--- src/rtl/alarm_controller.sv ---
// ----------------------------------------------------------------------------
// alarm_controller
//
// Sequences an alarm event: watches the running time against the stored
// alarm time, rings the buzzer on the rising edge of a match, and handles
// stop, snooze and automatic time-out. All intervals are paced by the
// system 1 Hz tick.
//
// Optional feature macro: ALARM_SNOOZE_EN
//   defined   - SNOOZE state, snooze counting and the snoozing output exist
//   undefined - snooze_p is ignored; snoozing and snooze_count read 0
//
// Parameters:
//   RING_SECONDS   seconds the alarm rings before auto time-out
//   SNOOZE_SECONDS silent interval after a snooze
//   MAX_SNOOZES    snoozes allowed per alarm event (1..3)
//
// Ports:
//   clk           system clock
//   rst_n         asynchronous active-low reset
//   tick_1hz      one-clk pulse per second
//   cur_hour/min/sec   running time
//   alarm_hour/min     stored alarm time
//   alarm_armed   level, alarm function enabled
//   snooze_p      one-cycle snooze request
//   stop_p        one-cycle stop request
//   buzzer_en     buzzer enable (high while ringing)
//   ringing       high in RINGING
//   snoozing      high in SNOOZE
//   snooze_count  snoozes used in the current event
//   alarm_missed  sticky, set when ringing ended by time-out
// ----------------------------------------------------------------------------
module alarm_controller #(
    parameter int unsigned RING_SECONDS   = 60,
    parameter int unsigned SNOOZE_SECONDS = 300,
    parameter int unsigned MAX_SNOOZES    = 3
) (
    input  logic       clk,
    input  logic       rst_n,
    input  logic       tick_1hz,
    input  logic [4:0] cur_hour,
    input  logic [5:0] cur_min,
    input  logic [5:0] cur_sec,
    input  logic [4:0] alarm_hour,
    input  logic [5:0] alarm_min,
    input  logic       alarm_armed,
    input  logic       snooze_p,
    input  logic       stop_p,
    output logic       buzzer_en,
    output logic       ringing,
    output logic       snoozing,
    output logic [1:0] snooze_count,
    output logic       alarm_missed
);

    localparam int unsigned INTERVAL_MAX = (RING_SECONDS > SNOOZE_SECONDS) ?
                                           RING_SECONDS : SNOOZE_SECONDS;
    localparam int unsigned CNT_W = $clog2(INTERVAL_MAX + 1);
    localparam logic [CNT_W-1:0] RING_LAST = CNT_W'(RING_SECONDS - 1);

`ifdef ALARM_SNOOZE_EN
    localparam logic [CNT_W-1:0] SNOOZE_LAST  = CNT_W'(SNOOZE_SECONDS - 1);
    localparam logic [1:0]       SNOOZE_LIMIT = 2'(MAX_SNOOZES);

    typedef enum logic [1:0] {
        IDLE    = 2'd0,
        RINGING = 2'd1,
        SNOOZE  = 2'd2
    } state_t;
`else
    typedef enum logic {
        IDLE    = 1'b0,
        RINGING = 1'b1
    } state_t;
`endif

    state_t           state;
    logic [CNT_W-1:0] sec_cnt;
    logic             match;
    logic             match_q;
    logic             trigger;

    assign match = alarm_armed
                 && (cur_hour == alarm_hour)
                 && (cur_min  == alarm_min)
                 && (cur_sec  == '0);

    // Only the first cycle of a match starts an event; a held match
    // (time frozen at hh:mm:00) must not retrigger after a stop.
    assign trigger = match & ~match_q;

`ifndef ALARM_SNOOZE_EN
    logic unused_snooze;
    assign unused_snooze = snooze_p | (MAX_SNOOZES > 3);
    assign snoozing      = 1'b0;
    assign snooze_count  = '0;
`endif

    always_ff @(posedge clk or negedge rst_n) begin
        if (!rst_n) begin
            state        <= IDLE;
            sec_cnt      <= '0;
            match_q      <= 1'b0;
            buzzer_en    <= 1'b0;
            ringing      <= 1'b0;
            alarm_missed <= 1'b0;
`ifdef ALARM_SNOOZE_EN
            snoozing     <= 1'b0;
            snooze_count <= '0;
`endif
        end else begin
            match_q <= match;

            if (!alarm_armed) begin
                // Disarm overrides everything; alarm_missed is kept.
                state     <= IDLE;
                sec_cnt   <= '0;
                buzzer_en <= 1'b0;
                ringing   <= 1'b0;
`ifdef ALARM_SNOOZE_EN
                snoozing     <= 1'b0;
                snooze_count <= '0;
`endif
            end else begin
                unique case (state)
                    IDLE: begin
                        sec_cnt <= '0;
                        if (stop_p) begin
                            alarm_missed <= 1'b0;
                        end
                        if (trigger) begin
                            state        <= RINGING;
                            buzzer_en    <= 1'b1;
                            ringing      <= 1'b1;
                            alarm_missed <= 1'b0;
`ifdef ALARM_SNOOZE_EN
                            snooze_count <= '0;
`endif
                        end
                    end

                    RINGING: begin
                        if (stop_p) begin
                            state        <= IDLE;
                            sec_cnt      <= '0;
                            buzzer_en    <= 1'b0;
                            ringing      <= 1'b0;
                            alarm_missed <= 1'b0;
`ifdef ALARM_SNOOZE_EN
                            snooze_count <= '0;
                        end else if (snooze_p && (snooze_count < SNOOZE_LIMIT)) begin
                            state        <= SNOOZE;
                            sec_cnt      <= '0;
                            buzzer_en    <= 1'b0;
                            ringing      <= 1'b0;
                            snoozing     <= 1'b1;
                            snooze_count <= snooze_count + 2'd1;
`endif
                        end else if (tick_1hz) begin
                            if (sec_cnt == RING_LAST) begin
                                state        <= IDLE;
                                sec_cnt      <= '0;
                                buzzer_en    <= 1'b0;
                                ringing      <= 1'b0;
                                alarm_missed <= 1'b1;
`ifdef ALARM_SNOOZE_EN
                                snooze_count <= '0;
`endif
                            end else begin
                                sec_cnt <= sec_cnt + 1'b1;
                            end
                        end
                    end

`ifdef ALARM_SNOOZE_EN
                    SNOOZE: begin
                        if (stop_p) begin
                            state        <= IDLE;
                            sec_cnt      <= '0;
                            snoozing     <= 1'b0;
                            snooze_count <= '0;
                            alarm_missed <= 1'b0;
                        end else if (tick_1hz) begin
                            if (sec_cnt == SNOOZE_LAST) begin
                                state     <= RINGING;
                                sec_cnt   <= '0;
                                buzzer_en <= 1'b1;
                                ringing   <= 1'b1;
                                snoozing  <= 1'b0;
                            end else begin
                                sec_cnt <= sec_cnt + 1'b1;
                            end
                        end
                    end
`endif

                    default: begin
                        state <= IDLE;
                    end
                endcase
            end
        end
    end

endmodule
--- config.mk ---
export PLATFORM = sky130hd
export DESIGN_NAME = alarm_controller
export DESIGN_NICKNAME = d
export VERILOG_FILES = /design/src/rtl/alarm_controller.sv
export SDC_FILE = /design/constraint.sdc
export NUM_CORES = 1
export LEC_CHECK = 0
export ABC_CLOCK_PERIOD_IN_PS = 2000
export BUFFER_PORTS_ARGS = -buffer_cell sky130_fd_sc_hd__buf_4
export CAP_MARGIN = 20
export CORE_MARGIN = 2
export CORE_UTILIZATION = 35
export CTS_BUF_LIST = sky130_fd_sc_hd__clkbuf_8
export DETAILED_ROUTE_END_ITERATION = 16
export PLACE_DENSITY = 0.59
export SLEW_MARGIN = 20
export SYNTH_ARGS = -nofsm -noshare
export SYNTH_HDL_FRONTEND = slang
export SYNTH_SLANG_ARGS = --single-unit
--- constraint.sdc ---
create_clock -name clk -period 2 [get_ports clk]
set_clock_uncertainty 0.15 [all_clocks]
set_input_delay 0 -clock clk [delete_from_list [all_inputs] [get_ports clk]]
set_output_delay 0 -clock clk [all_outputs]
set_load 0.01 [all_outputs]
### Word-level counts from Yosys, hierarchy flattened

Index checks and enable logic that the tools add are counted.

* bits in registers: 13
* input port bits: 34
* output and inout bits: 6
* word-level logic and storage cells: 47

* add/sub/neg operators: 1
* eq/ne operators: 9
* multiplexer cells: 23
* bitwise logic cells: 3
* reductions and logical operators: 6

Operator list (count)
* $mux W9: 4
* $pmux W9 S2: 1
* $mux W1: 15
* $add A9 B1 Y9 const B: 1
* $eq A9 B6 Y1 const B: 1
* $ne A3 B3 Y1 const B: 3
* $eq A6 B6 Y1: 1
* $logic_not A6 Y1: 1
* $pmux W1 S2: 3
* $eq A5 B5 Y1: 1
* $ne A4 B3 Y1 const B: 1
* $ne A4 B4 Y1 const B: 1
* $reduce_and A4 Y1: 1
* $logic_and A1 B1 Y1: 3
* $ne A3 B2 Y1 const B: 1
* $reduce_and A3 Y1: 1
* $not A1 Y1: 2
* $and A1 B1 Y1: 1

### Longest topological paths before layout

* word-level depth: 8
* gate-level depth with buffers: 5
* depth with buffers taken out: 5

### Worst setup path before layout

OpenSTA, ideal clock, no wires.

* kind: register -> register
* start point: register sec_cnt[0]
* end point: register sec_cnt[3]
* library setup time: 0.082 ns
* data arrival time: 1.479 ns
* path slack: 0.290 ns
* stages on the path, launching flop included: 6
* buffers on the path: 0
* clock period less this slack: 1.710 ns
* cell sequence: dfrtp_1 -> ha_1 -> nor3b_2 -> a311oi_4 -> a41oi_1 -> a31oi_1

* cells in the longest elaborated chain, start to end: 6

RTL lines
* from (decl): line 78 `logic [CNT_W-1:0] sec_cnt;`
* from (signal assigned): line 170 `sec_cnt <= sec_cnt + 1'b1;`
* $add A9 B1 Y9 / $eq A9 B6 Y1 (equally long branches): line 170, 160
* $mux W9 *: line 160 `if (sec_cnt == RING_LAST) begin`
* $mux W9 *: line 159 `end else if (tick_1hz) begin`
* $mux W9 *: line 143 `if (stop_p) begin`
* $pmux W9 S2 *: line 125 `unique case (state)`
* $mux W9 *: line 114 `if (!alarm_armed) begin`

Mark *: on every way between the ends. The rest lies on a longest branch, timed or not. The select of a mux whose other input is x is not followed.
A chain may end at the register's enable or synchronous reset.

### Worst setup path after layout

Ends and elaborated chain as after synthesis.

==> run_results.csv <==
group,metric,value,unit
timing,hold_viol,0,
route,drtIter0Drc,13,
outcome,run_status,"finished clean",
pwr,pwr_density_cell,457,nW/um2
critical_path,path_cells,"ha_1 -> nor3b_2 -> a311oi_4 -> a41oi_1 -> a31oi_1",
floorplan,io_pins,40,
placement,dp_hpwl,1710,um
cells_and_area,antenna-diode-count,0,
pwr,ir_drop,0.000373,V
critical_path,critPathLaunchType,"flop",
route,num_vias,909,
clock_tree,cts_buffers,3,
critical_path,cpPeakStageDelay,0.43,ns
route,drt-total-wl,2250,um
synth,synth_cells,103,
timing,slew_viol_final,0,
synth,netlist_top_cells_area,"dfrtp_1 36%, xor2_1 9.6%, nand2_1 4.9%",
clock_tree,cts_tree,"built",
floorplan,rows,18,
timing,worst_pin_slew,0.598,ns
placement,gp_congestion,0.782,
synth,synth_cell_type_count,34,
cells_and_area,drive_gt1_frac,0.297,
flow_run,maxCapViolations,0,
timing,holdWs,0.00708,ns
timing,layout_min_cycle_time,1.81,ns
synth,syn_area,916,um2
clock_tree,cts_resized,0,
cells_and_area,fillers,226,
clock_tree,clock-sinks,13,
clock_tree,clkTransAtPathRegs,0.06,ns
critical_path,arrival,1.83,ns
global_route,grt_overflow,0,
route,dr.pass1.iters,4,
timing,rsz0062_at_grt,"no",
synth,yosys.area.top_type_share,0.355,
synth,ys_seq_elements,13,
floorplan,start_util,0.370,
critical_path,path_class,"flop to flop",
critical_path,slowest_stage,"a311oi_4",
critical_path,end_kind,"flop",
global_route,grt_pass1_wl,3930,um
global_route,grt_start_max_net_pins,14,
synth,synth.avg_cell_area,8.89,um2
floorplan,fp.dieW,55.2,um
floorplan,die_area,3040,um2
cells_and_area,design_area,1330,um2
critical_path,critPathTopFamily,"compound AO/OA/AOI/OAI gates",
timing,finalSetupViolCount,0,
synth,synth_top_cell_by_area,"dfrtp_1",
floorplan,core_area,2480,um2
cells_and_area,layout.nets,184,
global_route,antenna_found_initial,0,
timing,layout_worst_path_cycle_share,0.906,
clock_tree,post-cts-setup-buffers,0,
placement,placed_cell_area,1190,um2
floorplan,fp.dieH,55.2,um
synth,yosysWarnings,0,
synth,yosysSeqAreaShare,0.355,
critical_path,cp_max_fo,7,
clock_tree,ctsHtreeMaxLevel,1,
timing,relSlewSlack,0.600,
critical_path,crit_required,2.02,ns
timing,setup-tns-final,0,ns
worst_hold_path,hold_path.class,"primary input to flop",
route,wire_per_inst,12.7,um
placement,numPortBuffers,35,
cells_and_area,area_growth,44.8,%
critical_path,path_buf_inv,0,
global_route,grt_usage,0.181,
pwr,leakagePower,0.630,nW
clock_tree,clk_latency,0.25,ns
clock_tree,cts-root-buf,"clkbuf_8",
global_route,grt_pass1_vias,929,
route,via_per_inst,5.11,
timing,fmax,0.552,GHz
route,drc,0,
route,ant_nets,0,
clock_tree,clock_path_buffers,2,
==> sequential cells by signal (all words and copies together) (netlist names) <==
name	cells
ringing	1
match_q	1
state	1
alarm_missed	1
sec_cnt	9
==> per-layer routing <==
layer,part of all wire,GRT usage
met1,0.42,0.202
met2,0.51,0.337
met3,0.066,0.0618
met4,0.0049,0.0244
met5,0,0
==> kinds of logic after synthesis <==
family                   synth area share
AO/OA/AOI/OAI                       0.172
XOR/XNOR                            0.105
adder cells (fa/ha/maj)            0.0137
buffers and inverters              0.0560
flip-flops                          0.355
multiplexers                       0.0246
other                             0.00409
AND/OR/NAND/NOR                     0.269
==> placed cells by master (no fill, tap or decap), types with 4 or more instances in the layout <==
| cell | n |
|---|---|
| buf_4 | 36 |
| nand2_1 | 12 |
| xor2_1 | 10 |
| nor2_1 | 7 |
| o21ai_1 | 7 |
| nor3_1 | 4 |
| a31oi_1 | 4 |
| dfrtp_1 | 13 |
| nand3_1 | 7 |
| inv_1 | 4 |
| dlygate4sd3_1 | 9 |
==> timing repair <==
action / in CTS / in global routing
hold buffers: 9 / 0
hold endpoints to repair: 18 / 0
endpoints found under the setup margin: 0 / 0
==> report_power, final <==
part           internal, W   switching (W)  leakage, nW  total, W
combinational    0.0000653       0.0000394        0.421  0.000105
clock             0.000136        0.000103       0.0269  0.000239
sequential        0.000263  0.000000000695        0.182  0.000263
==> cells in the mapped netlist, drive strengths merged <==
cell type  instances
dfrtp             13
nand2             12
xor2              10
o21ai              8
nand3              7
nor2               7
buf                6
a31oi              4
nor3               4
a21oi              3
inv                3
nand4              3
a22o               2
and3               2
mux2               2
nor4               2
nor4b              2
a311oi             1
a31o               1
a41oi              1
and2               1
and4b              1
and4bb             1
conb               1
ha                 1
nand3b             1
nor3b              1
o21a               1
o2bb2ai            1
xnor2              1
==> through the flow <==
stage / instances / total power, W / setup slack (ns) / util
2_1_floorplan: 105 / 0.000300 / 0.290 / -
3_3_place_gp: 165 / 0.000358 / 0.234 / 0.481
3_5_place_dp: 165 / 0.000361 / 0.238 / 0.481
4_1_cts: 178 / 0.000614 / 0.192 / 0.535
5_1_grt: 178 / 0.000635 / 0.0836 / 0.535
6_report: 178 / 0.000606 / 0.189 / 0.535
==> worst min-delay path, cell delays in order <==
cell	delay (ns)
buf_4	0.08
xor2_1	0.12
nor4_1	0.07
nand2_1	0.06
nor2_1	0.04
==> worst paths after layout <==
path	startpoint	to	slack, ns	cells past startpoint
setup / recovery	sec_cnt[0]	sec_cnt[3]	0.19	5
hold / removal	alarm_hour[3]	match_q	0.007	5
setup reg to reg	sec_cnt[0]	sec_cnt[3]	0.19	5
hold reg to reg	sec_cnt[8]	sec_cnt[8]	0.36	1
max in group asynchronous	rst_n	sec_cnt[6]	0.64	3
min in group asynchronous	rst_n	sec_cnt[4]	0.67	3
==> cell type report <==
cell class | instances | area, um2 | share of cell area
repair buffers | 45 | 360 | 0.272
clock inverters | 1 | 3.75 | 0.00283
inverters | 3 | 11.3 | 0.00849
clock buffers | 3 | 41.3 | 0.0311
flip-flops and latches | 13 | 325 | 0.245
well taps | 30 | 37.5 | 0.0283
multi-input cells | 83 | 547 | 0.412
(Power assumes the default switching activity.)
